===== config.mk =====
export PLATFORM = sky130hd
export DESIGN_NAME = ifm_mem_sequencer
export DESIGN_NICKNAME = d
export VERILOG_FILES = /design/src/rtl/ifm_mem_sequencer.sv
export SDC_FILE = /design/constraint.sdc
export NUM_CORES = 1
export LEC_CHECK = 0
export ABC_CLOCK_PERIOD_IN_PS = 4200
export BUFFER_PORTS_ARGS = -buffer_cell sky130_fd_sc_hd__buf_2
export CORE_MARGIN = 2
export CORE_UTILIZATION = 40
export CTS_CLUSTER_DIAMETER = 60
export DETAILED_ROUTE_END_ITERATION = 8
export PLACE_DENSITY = 0.67
export REMOVE_ABC_BUFFERS = 1
export SYNTH_ARGS = -nofsm -noshare
export SYNTH_HDL_FRONTEND = slang
export SYNTH_SLANG_ARGS = --single-unit

===== constraint.sdc =====
create_clock -name clk -period 4.2 [get_ports clk]
set_clock_uncertainty 0.15 [all_clocks]
set_input_delay 0.21 -clock clk [delete_from_list [all_inputs] [get_ports clk]]
set_output_delay 0.21 -clock clk [all_outputs]
set_load 0.005 [all_outputs]

===== src/rtl/ifm_mem_sequencer.sv =====
// -----------------------------------------------------------------------------
// ifm_mem_sequencer
//
// Purpose
//   Sequences one input feature map (IFM) through a true-dual-port buffer of
//   N = IFM_SIZE*IFM_SIZE words. Each start handles one map:
//     * Port A is write-only. It captures a raster input stream into
//       addresses 0..N-1.
//     * Port B is read-only. It drains the map in raster order through a
//       2-entry skid FIFO to the next stage, with valid/ready backpressure.
//
// Optional feature (compile-time macro)
//   IFM_SEQ_OVERLAP_EN : when defined, reads may start during LOAD for any
//                        address already written (rc < wc), so the drain
//                        overlaps the load. When undefined, reads happen
//                        only in DRAIN.
//
// Handshake semantics (both streams)
//   A word moves on a rising clock edge exactly when valid and ready are
//   both high in the preceding cycle. A producer that raises valid holds it
//   and its data stable until the transfer. Ready may change freely.
//
// Ports
//   clk, reset           clock (rising edge), synchronous active-high reset
//   start                begins one map; sampled only in IDLE
//   busy                 high while in LOAD or DRAIN
//   done                 1-cycle pulse after the last word is accepted
//   in_valid/in_ready    input stream handshake, in_data is the word
//   out_valid/out_ready  output stream handshake, out_data is the FIFO head
//   Address_A, Enable_Write_A_Mem, Enable_Read_A_Mem, Data_Input_A_Mem1
//                        memory port A (write only)
//   Address_B, Enable_Read_B_Mem, Enable_Write_B_Mem, Data_Output_B_Mem1
//                        memory port B (read only, 1-cycle read latency)
//   dbg_state            current FSM state (0 IDLE, 1 LOAD, 2 DRAIN)
// -----------------------------------------------------------------------------
module ifm_mem_sequencer #(
  parameter int DATA_WIDTH       = 32,
  parameter int IFM_SIZE         = 16,
  parameter int ADDRESS_SIZE_IFM = $clog2(IFM_SIZE * IFM_SIZE)
) (
  input  logic                        clk,
  input  logic                        reset,
  input  logic                        start,
  output logic                        busy,
  output logic                        done,
  input  logic                        in_valid,
  input  logic [DATA_WIDTH-1:0]       in_data,
  output logic                        in_ready,
  output logic                        out_valid,
  output logic [DATA_WIDTH-1:0]       out_data,
  input  logic                        out_ready,
  output logic [ADDRESS_SIZE_IFM-1:0] Address_A,
  output logic                        Enable_Write_A_Mem,
  output logic                        Enable_Read_A_Mem,
  output logic [DATA_WIDTH-1:0]       Data_Input_A_Mem1,
  output logic [ADDRESS_SIZE_IFM-1:0] Address_B,
  output logic                        Enable_Read_B_Mem,
  output logic                        Enable_Write_B_Mem,
  input  logic [DATA_WIDTH-1:0]       Data_Output_B_Mem1,
  output logic [1:0]                  dbg_state
);

  localparam int N  = IFM_SIZE * IFM_SIZE;
  // Counters run 0..N inclusive, so they need one bit beyond the address.
  localparam int CW = ADDRESS_SIZE_IFM + 1;

  localparam logic [CW-1:0] N_CNT    = CW'(N);
  localparam logic [CW-1:0] LAST_CNT = CW'(N - 1);

  localparam logic [1:0] S_IDLE  = 2'd0;
  localparam logic [1:0] S_LOAD  = 2'd1;
  localparam logic [1:0] S_DRAIN = 2'd2;

  logic [1:0]            state;
  logic [1:0]            state_nxt;
  logic [CW-1:0]         wc;          // words written so far
  logic [CW-1:0]         rc;          // reads issued so far
  logic                  inflight;    // read issued last cycle, data on Data_Output_B_Mem1 now
  logic [1:0]            fifo_count;
  logic [DATA_WIDTH-1:0] fifo_head;
  logic [DATA_WIDTH-1:0] fifo_tail;

  logic                  wr_fire;
  logic                  rd_allowed;
  logic                  rd_issue;
  logic                  push;
  logic                  pop;
  logic                  last_pop;
  logic                  map_start;
  logic                  load_done;
  logic [2:0]            occ;

  // ---------------------------------------------------------------------------
  // Handshake and read-issue logic
  // ---------------------------------------------------------------------------
  always_comb begin
    in_ready  = 1'b0;
    wr_fire   = 1'b0;
    map_start = 1'b0;
    load_done = 1'b0;
    out_valid = 1'b0;
    push      = 1'b0;
    pop       = 1'b0;
    last_pop  = 1'b0;
    rd_allowed = 1'b0;
    occ       = 3'd0;
    rd_issue  = 1'b0;

    in_ready  = (state == S_LOAD) && (wc < N_CNT);
    wr_fire   = in_valid && in_ready;
    map_start = (state == S_IDLE) && start;
    load_done = wr_fire && (wc == LAST_CNT);

    out_valid = (fifo_count != 2'd0);
    push      = inflight;
    pop       = out_valid && out_ready;

    // The final word leaves when every read has been issued, nothing is in
    // flight and it is the only entry left in the FIFO.
    last_pop  = pop && (rc == N_CNT) && !inflight && (fifo_count == 2'd1);

`ifdef IFM_SEQ_OVERLAP_EN
    // rc < wc is strict, so the read address is always an already-written
    // word and never equals the address being written this cycle.
    rd_allowed = (state == S_DRAIN) || ((state == S_LOAD) && (rc < wc));
`else
    rd_allowed = (state == S_DRAIN);
`endif

    // Occupancy the FIFO will have once this cycle's pop and in-flight push
    // settle. A pop frees its slot in the same cycle, which is what lets the
    // drain sustain one word per cycle while still bounding FIFO entries plus
    // the in-flight word to two.
    occ      = {1'b0, fifo_count} + {2'b00, inflight} - {2'b00, pop};
    rd_issue = rd_allowed && (rc < N_CNT) && (occ < 3'd2);
  end

  // ---------------------------------------------------------------------------
  // FSM next state
  // ---------------------------------------------------------------------------
  always_comb begin
    state_nxt = state;
    case (state)
      S_IDLE: begin
        if (start) begin
          state_nxt = S_LOAD;
        end
      end
      S_LOAD: begin
`ifdef IFM_SEQ_OVERLAP_EN
        if (last_pop) begin
          state_nxt = S_IDLE;
        end else if (load_done) begin
          state_nxt = S_DRAIN;
        end
`else
        if (load_done) begin
          state_nxt = S_DRAIN;
        end
`endif
      end
      S_DRAIN: begin
        if (last_pop) begin
          state_nxt = S_IDLE;
        end
      end
      default: state_nxt = S_IDLE;
    endcase
  end

  // ---------------------------------------------------------------------------
  // State, counters, in-flight flag, done pulse
  // ---------------------------------------------------------------------------
  always_ff @(posedge clk) begin
    if (reset) begin
      state    <= S_IDLE;
      wc       <= '0;
      rc       <= '0;
      inflight <= 1'b0;
      done     <= 1'b0;
    end else begin
      state    <= state_nxt;
      // Read data returning after a reset is simply never captured.
      inflight <= rd_issue;
      done     <= last_pop;
      if (map_start) begin
        wc <= '0;
        rc <= '0;
      end else begin
        // Both guards already imply the counter is below N, so they saturate.
        if (wr_fire) begin
          wc <= wc + 1'b1;
        end
        if (rd_issue) begin
          rc <= rc + 1'b1;
        end
      end
    end
  end

  // ---------------------------------------------------------------------------
  // 2-entry skid FIFO. fifo_head is the registered output word, fifo_tail
  // holds the second entry. The credit check above prevents a push into a
  // full FIFO.
  // ---------------------------------------------------------------------------
  always_ff @(posedge clk) begin
    if (reset) begin
      fifo_count <= 2'd0;
      fifo_head  <= '0;
      fifo_tail  <= '0;
    end else begin
      case ({push, pop})
        2'b10: begin
          if (fifo_count == 2'd0) begin
            fifo_head <= Data_Output_B_Mem1;
          end else begin
            fifo_tail <= Data_Output_B_Mem1;
          end
          fifo_count <= fifo_count + 2'd1;
        end
        2'b01: begin
          if (fifo_count == 2'd2) begin
            fifo_head <= fifo_tail;
          end
          fifo_count <= fifo_count - 2'd1;
        end
        2'b11: begin
          if (fifo_count == 2'd1) begin
            fifo_head <= Data_Output_B_Mem1;
          end else begin
            fifo_head <= fifo_tail;
            fifo_tail <= Data_Output_B_Mem1;
          end
        end
        default: begin
        end
      endcase
    end
  end

  // ---------------------------------------------------------------------------
  // Outputs
  // ---------------------------------------------------------------------------
  assign busy               = (state == S_LOAD) || (state == S_DRAIN);
  assign out_data           = fifo_head;
  assign Address_A          = wc[ADDRESS_SIZE_IFM-1:0];
  assign Enable_Write_A_Mem = wr_fire;
  assign Enable_Read_A_Mem  = 1'b0;
  assign Data_Input_A_Mem1  = in_data;
  assign Address_B          = rc[ADDRESS_SIZE_IFM-1:0];
  assign Enable_Read_B_Mem  = rd_issue;
  assign Enable_Write_B_Mem = 1'b0;
  assign dbg_state          = state;

endmodule


Word level (Yosys, flattened, before mapping):

Cells that the tools add are included.

* input port bits: 69
* word-level logic and storage cells: 67
* register bits: 88

* reduce and logical (&&, ||, !) cells: 22
* equal/unequal tests: 16
* add/sub/neg operators: 6
* multiplexer cells: 12
* magnitude comparators: 3

Operators by type and width (count)
* 32-bit two-way mux: 5
* 32-bit case mux with 3 select lines: 1
* 32-bit case mux with 2 select lines: 1
* 9-bit by 1-bit adder with 9-bit output (second input constant): 2
* 9-bit < comparator (second input constant): 2
* 2-bit != test (second input constant): 6
* 1-bit logical AND: 10
* 9-bit by 8-bit == test with 1-bit output (second input constant): 1
* 9-bit == test (second input constant): 1
* 3-bit AND reduction: 3
* 2-bit == test (second input constant): 4
* 2-bit by 1-bit == test with 1-bit output (second input constant): 3
* 2-bit two-way mux: 3
* 2-bit case mux with 3 select lines: 1
* 2-bit nonzero test: 3
* 2-bit zero test: 2
* 2-bit case mux with 2 select lines: 1
* 2-bit by 1-bit adder with 3-bit output: 1
* 3-bit by 2-bit < comparator with 1-bit output (second input constant): 1
* 3-bit nonzero test: 1
* 3-bit by 1-bit subtractor with 3-bit output: 1
* 2-bit by 1-bit adder with 2-bit output (second input constant): 1
* 2-bit by 1-bit != test with 1-bit output (second input constant): 1
* 2-bit OR reduction: 1
* 3 further kinds: 3

Logic depth before layout (Yosys ltp):

* depth after elaboration: 7
* depth in mapped cells: 12
* gate-level depth less buffers: 12

Least setup slack after synthesis:

OpenSTA, ideal clock, no wires.

* path kind: reg2reg
* from: register fifo_count[1]
* to: register rc[7]
* clock period less this slack: 2.932 ns
* setup time: 0.070 ns
* cell stages (with the launch flop): 12
* slack: 1.268 ns
* data arrival time: 2.712 ns
* cell sequence: dfxtp_1 > inv_1 > ha_1 > nor2b_2 > xnor2_1 > and2_1 > inv_1 > fa_1 > and3b_1 > nand2_2 > or4_1 > a21oi_1

* longest elaborated chain between the ends: 5
* elaborated cells between the ends (all ways): 6
* those cells by class: add/sub: 2; order compare: 1; reduce/logical: 3

Ends and longest elaborated chain
* start: declaration: line 79 `logic [1:0] fifo_count;`
* start signal: assignment: line 219 `fifo_count <= fifo_count + 2'd1;`
* start signal: assignment: line 225 `fifo_count <= fifo_count - 2'd1;`
* branches (longest 2 deep; another with 2-bit by 1-bit adder with 3-bit output)
* 3-bit by 1-bit subtractor with 3-bit output *: line 134 `occ = {1'b0, fifo_count} + {2'b00, inflight} - {2'b00, pop};`
* 3-bit by 2-bit < comparator with 1-bit output *: line 135 `rd_issue = rd_allowed && (rc < N_CNT) && (occ < 3'd2);`
* 1-bit logical AND *: line 135
* end signal: assignment: line 195 `rc <= rc + 1'b1;`
* end: declaration: line 77 `logic [CW-1:0] rc;`

Every way passes the cells marked *.
A chain may end at the register's enable or synchronous reset.

Worst setup path after layout:

* from: register fifo_count[1]
* to: output Enable_Read_B_Mem

* longest elaborated chain between the ends: 5
* elaborated cells between the ends (all ways): 6
* those cells by class: add/sub: 2; order compare: 1; reduce/logical: 3

Ends and longest elaborated chain
* branches (longest 2 deep; another with 2-bit by 1-bit adder with 3-bit output)
* 3-bit by 1-bit subtractor with 3-bit output *: line 134
* 3-bit by 2-bit < comparator with 1-bit output *: line 135
* 1-bit logical AND *: line 135
* end: declaration: line 57 `output logic Enable_Read_B_Mem,`

Marked as above.

==> metrics.md <==
| Metric | Value |
|---|---|
| Layout area overhead | 16.4% |
| Largest family of logic cells by synthesized area | simple AND/OR/NAND/NOR gates |
| Layout fillers | 998 |
| Share of cells above drive strength 1 | 0.207 |
| Synth Area in Adders | 0.0404 |
| Final period util | 0.796 |
| Mux contribution to synthesized area | 0.0760 |
| Routed Antenna Nets | 0 |
| Count leader, synth | dfxtp_1 |
| Clock sink count | 88 |
| Reg2reg setup slack | 920 ps |
| Initial antenna violation count | 0 |
| Top cells by area, synth | dfxtp_1, buf_4, mux2i_1 |
| First-pass GRT wire length | 15900 um |
| R2R depth | 11 |
| # H-tree levels | 3 |
| Syn_area_per_cell | 8.53 um2 |
| Outcome | complete, no violations |
| Min-delay src | start |
| Die Width | 107 um |
| Place WS | 942 ps |
| Max-slew headroom | 0.242 |
| Maximum vdd ir drop | 0.000193 V |
| Fin Setup TNS | 0 ps |
| Hold Crit Class | primary input to register |
| Grt total ovfl | 0 |
| Register area share after synthesis | 0.418 |
| Fin cells | 696 |
| Post-synth top area cell | dfxtp_1 |
| Reg-to-Reg End | rc[7] |
| Compound-cell area share of the yosys netlist | 0.123 |
| FF+latch count, synth | 88 |
| Core area | 10300 um2 |
| Drt first-iter violations | 111 |
| I/O pins | 159 |
| Synth cell types | 42 |
| TritonCTS clock tree | built |
| Cells after synthesis | 494 |
| Placed wire-length estimate | 6850 um |
| Clk root buf | clkbuf_8 |
| Antenna cells | 0 |
| Vias post-DR | 3426 |
| Commonest cells in the netlist | dfxtp_1, nand2_1, buf_4 |
| Final GP Congestion | 0.825 |
| RSZ-0062 raised after global routing | no |
| Vias in the first global route | 3190 |
| Slew Viols, Final | 0 |
| Post-synthesis simple-gate area fraction | 0.176 |
| Clock Path Buffers | 2 |
| Setup crit start kind | register |
| Gr usage total | 0.178 |
| Worst EP arrival | 2980 ps |
| Largest net degree at the start of global routing | 65 |
| Yosys synthesis warning count | 0 |
| Mapped cell area | 4210 um2 |
| Cells after DPL | 648 |
| Power Dens Cells | 480 nW/um2 |
| Detailed-route vias per instance | 4.92 |
| Hold path depth | 3 |
| Drt first pass iters | 4 |
| Die H | 107 um |
| Num CTS Buffers | 9 |
| Clk_lat worst skew | 360 ps |
| Clk slew on worst S/H paths | 80 ps |
| Xor and xnor area share after synthesis | 0.0330 |
| Fin nets | 637 |
| Worst EP required | 3840 ps |
| Final min period | 3340 ps |
| Wirelength per Cell | 14.6 um |
| Hold Fails Final Rpt | 0 |
| Routed WL | 10200 um |
| Initial core utilization | 0.410 |
| Crit. End Element | primary output |
| Crit-path max FO | 6 |
| Hold endpoint | rc[8] |
| Setup ws final | 858 ps |
| Yosys top cell area share | 0.418 |
| Die area | 11400 um2 |
| Worst-margin pin slew | 1140 ps |
| DRC viols | 0 |
| Worst R2R Start | fifo_count[1] |
| MaxCap Viol Count | 0 |
| Fmax | 0.299 GHz |
| Main flop type after synthesis | dfxtp_1 |
| Critical path class | register to primary output |
| Final setup fails | 0 |
| IO Port Bufs | 92 |
| Synth async-reset ratio | 0 |
| Layout Utilization | 0.477 |
| Post-synth EDFFs | 0 |
| Leak pwr | 2.12 nW |
| Placement row count | 37 |
| Hold slack | 44.7 ps |
[logic make-up after synthesis]
family                   Yosys count
flip-flops                        88
buffers and inverters             93
XOR/XNOR                          15
multiplexers                      32
AO/OA/AOI/OAI                     83
adder cells (fa/ha/maj)           13
AND/OR/NAND/NOR                  169
other                              1
[through the flow]
| stage | total power, W | area [um2] |
|---|---|---|
| 3_3_place_gp | 0.00170 | 4370 |
| 6_report | 0.00235 | 4900 |
| 5_1_grt | 0.00251 | 4900 |
| 2_1_floorplan | 0.00149 | 3710 |
| 3_5_place_dp | 0.00173 | 4370 |
| 4_1_cts | 0.00238 | 4900 |
[layer usage]
metal / GRT usage / routed length [um]
met1: 0.232 / 4800
met2: 0.259 / 4230
met3: 0.0809 / 1030
met4: 0.0640 / 124
met5: 0.0190 / 0
[worst max-delay path, cell delays in order, from the launching register on]
cell,delay [ps]
dfxtp_1,510
inv_1,120
ha_1,270
nor2b_2,240
xnor2_1,180
and2_1,180
inv_1,60
fa_1,510
and3b_1,230
nand2_2,100
inv_1,110
buf_2,120
[flip-flops by register name, indices dropped and copies added, names as in the netlist]
| name | flops |
|---|---|
| wc | 9 |
| rc | 9 |
| fifo_tail | 32 |
| inflight | 1 |
| done | 1 |
| dbg_state | 2 |
| out_data | 32 |
| fifo_count | 2 |
[how the worst max path moves through the flow]
stage          cells after the start                end          start
6_report                          11  Enable_Read_B_Mem  fifo_count[1]
5_1_grt                           11  Enable_Read_B_Mem  fifo_count[1]
4_1_cts                           11  Enable_Read_B_Mem  fifo_count[1]
3_5_place_dp                      11              rc[7]  fifo_count[1]
3_3_place_gp                      11              rc[7]  fifo_count[1]
2_1_floorplan                     11              rc[7]  fifo_count[1]
[where the power goes]
group          switching [W]  total (W)  internal, W
registers          0.0000626   0.000982     0.000920
clock network       0.000298   0.000621     0.000324
logic               0.000409   0.000749     0.000340
total               0.000769    0.00235      0.00158
[placed cells by master, fill, tap and decap left out, types with 2 or more instances in the layout]
cell	n
or3_1	2
nand4_1	2
clkbuf_8	12
xor2_1	5
nand2_1	80
buf_2	92
ha_1	12
nand3b_1	5
buf_4	3
mux2i_1	32
conb_1	2
nor4b_1	3
nor4_1	3
xnor2_1	9
dfxtp_1	88
dlygate4sd3_1	32
nand2_2	2
inv_1	15
a21oi_1	39
a211oi_1	32
nor3_1	5
nand3_1	7
o21ai_0	3
nor2b_1	2
nor2_1	51
a31oi_1	2
[area by class of cell]
class	count	area, um2	area share
multi-input cells	314	1900	0.387
flip-flops and latches	88	1760	0.359
repair buffers	127	803	0.164
well taps	136	170	0.0347
clock buffers	12	165	0.0337
inverters	15	56.3	0.0115
clock inverters	4	51.3	0.0105
[repair_timing]
action | 4_1_cts | 5_1_grt
hold buffers | 32 | 0
resized for setup | 0 | 0
setup endpoints to repair | 0 | 0
buffers inserted | 0 | 0
hold endpoints to repair | 32 | 0
(Power assumes the default switching activity.)
